<file path="src/rtl/dvi_tx_video_timing_gen.sv">
// Raster timing generator with built-in test patterns for the DVI transmit path.
// All outputs are registered from the current counter state, so they lag the counters by one clock.
module dvi_tx_video_timing_gen #(
    parameter int H_ACTIVE = 1280,
    parameter int H_FP     = 110,
    parameter int H_SYNC   = 40,
    parameter int H_BP     = 220,
    parameter int V_ACTIVE = 720,
    parameter int V_FP     = 5,
    parameter int V_SYNC   = 5,
    parameter int V_BP     = 20,
    parameter bit HS_POL   = 1'b1,
    parameter bit VS_POL   = 1'b1
) (
    input  logic        clock,
    input  logic        reset_n,
    input  logic        enable,
    input  logic [1:0]  pattern_sel,
    output logic        den,
    output logic        hsync,
    output logic        vsync,
    output logic        frame_start,
    output logic [11:0] x,
    output logic [11:0] y,
    output logic [7:0]  red,
    output logic [7:0]  green,
    output logic [7:0]  blue
);

    localparam int H_TOTAL = H_ACTIVE + H_FP + H_SYNC + H_BP;
    localparam int V_TOTAL = V_ACTIVE + V_FP + V_SYNC + V_BP;
    localparam int BAR_W   = H_ACTIVE / 8;

    logic [11:0] h_cnt, v_cnt, bar_pix;
    logic [2:0]  bar_idx;
    logic [1:0]  pat_q, pat_eff;
    logic        h_last, v_last, active, origin, hs_act, vs_act;
    logic [23:0] pix_rgb;

    always_comb begin
        h_last  = (h_cnt == 12'(H_TOTAL - 1));
        v_last  = (v_cnt == 12'(V_TOTAL - 1));
        active  = (h_cnt < 12'(H_ACTIVE)) && (v_cnt < 12'(V_ACTIVE));
        origin  = (h_cnt == 12'd0) && (v_cnt == 12'd0);
        hs_act  = (h_cnt >= 12'(H_ACTIVE + H_FP)) && (h_cnt < 12'(H_ACTIVE + H_FP + H_SYNC));
        vs_act  = (v_cnt >= 12'(V_ACTIVE + V_FP)) && (v_cnt < 12'(V_ACTIVE + V_FP + V_SYNC));
        // The origin pixel already belongs to the frame whose pattern is being latched.
        pat_eff = origin ? pattern_sel : pat_q;
        pix_rgb = 24'h0;
        case (pat_eff)
            2'd0:    pix_rgb = {{8{~bar_idx[1]}}, {8{~bar_idx[2]}}, {8{~bar_idx[0]}}};
            2'd1:    pix_rgb = {3{h_cnt[7:0]}};
            2'd2:    pix_rgb = (h_cnt[3] ^ v_cnt[3]) ? 24'h0 : 24'hFFFFFF;
            default: pix_rgb = 24'hFFFFFF;
        endcase
    end

    always_ff @(posedge clock or negedge reset_n) begin
        if (!reset_n) begin
            h_cnt   <= '0;
            v_cnt   <= '0;
            bar_pix <= '0;
            bar_idx <= '0;
            pat_q   <= '0;
        end else if (enable) begin
            h_cnt <= h_last ? 12'd0 : h_cnt + 12'd1;
            if (h_last)
                v_cnt <= v_last ? 12'd0 : v_cnt + 12'd1;
            // Bar index tracks h_cnt without a divider; beyond the active area it is don't-care.
            if (h_last) begin
                bar_pix <= '0;
                bar_idx <= '0;
            end else if (bar_pix == 12'(BAR_W - 1)) begin
                bar_pix <= '0;
                bar_idx <= bar_idx + 3'd1;
            end else begin
                bar_pix <= bar_pix + 12'd1;
            end
            if (origin)
                pat_q <= pattern_sel;
        end
    end

    always_ff @(posedge clock or negedge reset_n) begin
        if (!reset_n) begin
            den         <= 1'b0;
            hsync       <= ~HS_POL;
            vsync       <= ~VS_POL;
            frame_start <= 1'b0;
            x           <= '0;
            y           <= '0;
            red         <= '0;
            green       <= '0;
            blue        <= '0;
        end else if (!enable) begin
            den         <= 1'b0;
            hsync       <= ~HS_POL;
            vsync       <= ~VS_POL;
            frame_start <= 1'b0;
            x           <= '0;
            y           <= '0;
            red         <= '0;
            green       <= '0;
            blue        <= '0;
        end else begin
            den         <= active;
            hsync       <= hs_act ? HS_POL : ~HS_POL;
            vsync       <= vs_act ? VS_POL : ~VS_POL;
            frame_start <= active && origin;
            x           <= active ? h_cnt : 12'd0;
            y           <= active ? v_cnt : 12'd0;
            red         <= active ? pix_rgb[23:16] : 8'd0;
            green       <= active ? pix_rgb[15:8]  : 8'd0;
            blue        <= active ? pix_rgb[7:0]   : 8'd0;
        end
    end

endmodule

</file>
<file path="config.mk">
export PLATFORM = sky130hd
export DESIGN_NAME = dvi_tx_video_timing_gen
export DESIGN_NICKNAME = d
export VERILOG_FILES = /design/src/rtl/dvi_tx_video_timing_gen.sv
export SDC_FILE = /design/constraint.sdc
export NUM_CORES = 1
export LEC_CHECK = 0
export CORE_ASPECT_RATIO = 0.9
export CORE_MARGIN = 2
export CORE_UTILIZATION = 50
export DETAILED_ROUTE_END_ITERATION = 6
export DONT_BUFFER_PORTS = 1
export PLACE_DENSITY = 0.78
export SETUP_SLACK_MARGIN = 0.3
export SYNTH_ARGS = -nofsm -noshare
export SYNTH_HDL_FRONTEND = slang
export SYNTH_SLANG_ARGS = --single-unit
export TNS_END_PERCENT = 1
</file>
<file path="constraint.sdc">
create_clock -name clock -period 2.1 [get_ports clock]
set_input_delay 0.315 -clock clock [delete_from_list [all_inputs] [get_ports clock]]
set_output_delay 0.315 -clock clock [all_outputs]
set_load 0.02 [all_outputs]
</file>
Yosys cells after proc, flatten, opt, wreduce, memory -nomap -nowiden
Index checks and enable logic that the tools add are counted.
- flip-flop bits (word level): 93
- bits in latches: 0
- RAM bits: 0
- memory bits (read-only): 0
- input port bits: 5
- output and inout port bits: 52
- memories: 0
- $add $sub $neg: 4
- multipliers: 0
- div/mod/pow operators: 0
- order comparisons: 6
- equality and inequality tests: 5
- shift-type cells: 0
- mux-type cells: 25
- bitwise gates (word level): 4
- reductions and logical operators: 11
- operator list (kind ; number):
    $mux W12 ; 8
    $pmux W24 S3 ; 1
    $mux W8 ; 6
    $add A12 B1 Y12 const B ; 3
    $logic_not A12 Y1 ; 2
    $lt A12 B10 Y1 const B ; 2
    $lt A12 B11 Y1 const B ; 2
    $mux W24 ; 1
    $eq A12 B10 Y1 const B ; 1
    $eq A12 B11 Y1 const B ; 1
    $eq A12 B8 Y1 const B ; 1
    $ge A12 B10 Y1 const B ; 1
    $ge A12 B11 Y1 const B ; 1
    $mux W1 ; 6
    $mux W3 ; 2
    $logic_and A1 B1 Y1 ; 5
    $reduce_and A2 Y1 ; 2
    $add A3 B1 Y3 const B ; 1
    $not A1 Y1 ; 3
    $eq A2 B1 Y1 const B ; 1
    $eq A2 B2 Y1 const B ; 1
    $logic_not A2 Y1 ; 1
    $mux W2 ; 1
    $reduce_bool A2 Y1 ; 1
    $xor A1 B1 Y1 ; 1

Longest topological paths before layout
- depth after elaboration: 7
- mapped depth: 8

Worst setup path after synthesis
Ideal clock, no wire load.
- path kind: register to register
- start: register h_cnt[2]
- end: register v_cnt[11]
- arrival: 2.152 ns
- data required time: 1.977 ns
- setup slack: -0.175 ns
- cell stages (with the launch flop): 7
- buffers on the path: 1
- period minus slack after synthesis: 2.275 ns
- cell sequence: dfrtp_1 -> buf_6 -> or4_4 -> or4_4 -> nor4_4 -> nand3_1 -> xnor2_1
- longest elaborated chain between the ends: 2
- ends and longest elaborated chain (element ; line ; source):
    from (decl) ; 34 ; logic [11:0] h_cnt, v_cnt, bar_pix;
    from (signal assigned) ; 66 ; h_cnt <= h_last ? 12'd0 : h_cnt + 12'd1;
    $eq A12 B11 Y1 ; 41 ; h_last = (h_cnt == 12'(H_TOTAL - 1));
    $reduce_and A2 Y1 (no line) ; -- ;
    to (signal assigned) ; 68 ; v_cnt <= v_last ? 12'd0 : v_cnt + 12'd1;
    to (decl) ; 34 ;
No other way between the ends.
A chain may end at the register's enable or synchronous reset.

Final worst setup path
- start: register h_cnt[1]
- end: register v_cnt[11]
Same word-level chain as after synthesis.

==> reports/metrics.yaml <==
sta:
  clock.fmax_mhz: 470
  fin_skew_ns: 0.0122
  post-route-period-util_pct: 101
  fin_ws_ns: -0.0260
  tightest_slew_ns: 0.507
  fin_crit_ns: 2.13
  slew_headroom_pct: 66.1
  hold_violations: 93
  fin_setup_tns_ns: -0.0564
  setup_violations: 5
  slew_violations: 0
  holdWs_ns: -0.360
  rsz0062_at_grt: "yes"
logic_synthesis:
  seq_area_frac_synth_pct: 56.7
  synth_cell_type_count: 51
  synthArstFlopShare_pct: 100
  ys_ff_latch: 93
  synth_area_leaders: "dfrtp_1 (57%), nand2_1 (3.1%), a31oi_1 (2.7%), ha_1 (2.7%), nor2_1 (2.7%)"
  yosysTopAreaCell: "dfrtp_1"
  syn_inst: 383
  avgSynthCellArea_um2: 10.7
  ys_warn_count: 0
  synth-edff-count: 0
  syn_area_um2: 4100
  synth_top_area_share_pct: 56.7
  synth-main-ff-cell: "dfrtp_1"
clock_network:
  clk_pin_slew_ns: 0.10
  clock_sinks: 93
  cts_setup_buffers: 0
  clk_latency_ns: 0.36
  clockBufferDepth: 2
  htreeDepth: 3
  cts.root.buffer_cell: "clkbuf_8"
  cts_tree: "done"
  numCtsBuffers: 9
critical_path:
  crit_fanout: 5
  r2r_cells: 8
  cp.arrival_ns: 2.37
  critPathLaunchType: "register"
  cp.required_ns: 2.34
  rr_endpoint: "v_cnt[11]"
  reg2reg_slack_ns: -0.03
  end_kind: "register"
  timing.rr.start: "h_cnt[1]"
  crit_path_start: "h_cnt[1]"
  path_class: "reg -> reg"
  worstSetupEndpoint: "v_cnt[11]"
drt:
  ant_nets: 0
  post_drt_wl_per_cell_um: 16.4
  wl_um: 8600
  first_pass_iters: 5
  first_iter_violations: 219
  viasPerCell: 5.82
  via_count: 3043
  drc: 0
global_route:
  grt_overflow: 0
  grt_pass1_wl_um: 14700
  grt_max_degree: 94
  grt_pass1_vias: 3026
  grt_antenna_before_repair: 0
  grtUsageTotal_pct: 20.5
min_path:
  hp-class: "in -> async"
floorplanning:
  rows: 31
  die_height_um: 89.9
  core_um2: 7990
  dieArea_um2: 8950
  dieWidth_um: 99.5
  start_util_pct: 51.3
  boundaryPins: 57
finish:
  final_cell_mix: "dfrtp_1 (93), buf_4 (38), nand2_1 (32), nor2_1 (29), a31oi_1 (18)"
  fillers: 619
  nets: 433
  multi_input_area_um2: 1760
  fin_area_um2: 4800
  num_antenna_cells: 0
  area.growth.synth_to_final_pct: 16.9
  final_common_cell: "dfrtp_1"
  ff_latch_area_um2: 2330
  drive_above_1_share_pct: 20.0
placed_design:
  port-buffer-count: 0
  placed_cell_area_um2: 4510
  routabilityCongestion: 0.863
  dp_hpwl_um: 5980
run_status:
  status: "finished, violations left"
  violations: "hold timing, setup timing"
run:
  maxCapViolations: 0
pwr:
  power_density_nw_per_um2: 817
  p_leak_nw: 2.22
  ir_drop_mv: 0.408
## through the flow
stage          utilization, %  instances  setup WS (ns)  total power, W
2_1_floorplan               -        385        -0.0647         0.00253
3_5_place_dp             56.4        507         -0.120         0.00273
3_3_place_gp             56.4        507        -0.0872         0.00270
4_1_cts                  59.8        523        -0.0306         0.00394
5_1_grt                  60.0        523         -0.153         0.00411
6_report                 60.0        523        -0.0260         0.00392
## what timing repair did
action                                  CTS  global route
pin swaps                                12             4
endpoints found under the setup margin   58            62
gates resized for setup                  18             5
gates cloned                              0             0
endpoints found under the hold margin    93            93
## state kept, by name (all words and copies together) (netlist names), 2 cells and up
signal / count
red: 8
pat_q: 2
green: 8
v_cnt: 12
y: 12
h_cnt: 12
bar_pix: 12
x: 12
blue: 8
bar_idx: 3
## critical path: stages (launching register included)
cell	delay, ns
dfrtp_1	0.40
inv_2	0.06
buf_4	0.11
ha_1	0.15
nand4_1	0.15
or4_4	0.66
nor4_4	0.21
nand3_1	0.13
xnor2_1	0.14
## kinds of logic (layout without fill, tap and decap cells)
family	Yosys count	in the layout	synth area share, %
simple gates	149	149	20.2
compound gates	73	73	11.1
xor+xnor	22	22	4.70
fa+ha+maj	9	9	2.74
buf+inv	31	70	3.14
other cells	1	3	0.0914
mux	5	5	1.31
flops	93	93	56.7
## cells in the mapped netlist, types with 3 or more instances
cell type and instances:
dfrtp_1 93, xor2_1 11, o21bai_1 3, nor4_1 5, and2_1 14, clkbuf_1 15
nand4_1 10, o211ai_1 3, nor2_1 30, nor3_1 8, o21ai_1 5, o21ai_0 13
nand2_1 34, a31oi_1 18, o2bb2ai_1 3, xnor2_1 11, ha_1 9, nor2b_1 3
inv_1 12, a21oi_1 15, and3_1 12, nand3_1 15, a41oi_1 3, mux2_2 3
## where the power goes
group	switching [W]	internal, W	leakage, nW
logic	0.000307	0.000259	0.958
registers	0.000212	0.00195	1.17
clock network	0.000632	0.000559	0.0973
## layout make-up
class	count	share of cell area (%)
clock buffers	10	2.66
well taps	99	2.58
repair buffers	42	7.07
flip-flops and latches	93	48.5
multi-input cells	261	36.8
clock inverters	6	1.43
inverters	12	0.939
## worst min-delay path by stage
stage	slack, ns	start	endpoint	cells after the start
3_3_place_gp	0.02	reset_n	x[11]	0
6_report	-0.36	reset_n	h_cnt[7]	0
4_1_cts	-0.38	reset_n	x[11]	0
3_5_place_dp	0.02	reset_n	x[11]	0
2_1_floorplan	0.02	reset_n	bar_idx[0]	0
5_1_grt	-0.39	reset_n	x[11]	0
## routing by layer
metal	track usage [%]	share of wire, %	vias up	wire, µm
met5	0	0	-	0
met4	7.08	1.4	0	118
met3	5.21	5.8	10	499
met2	33.3	50	104	4280
met1	26.7	43	1512	3700
li1	-	-	1417	-
Note: power is estimated with default switching activity, not from simulation.
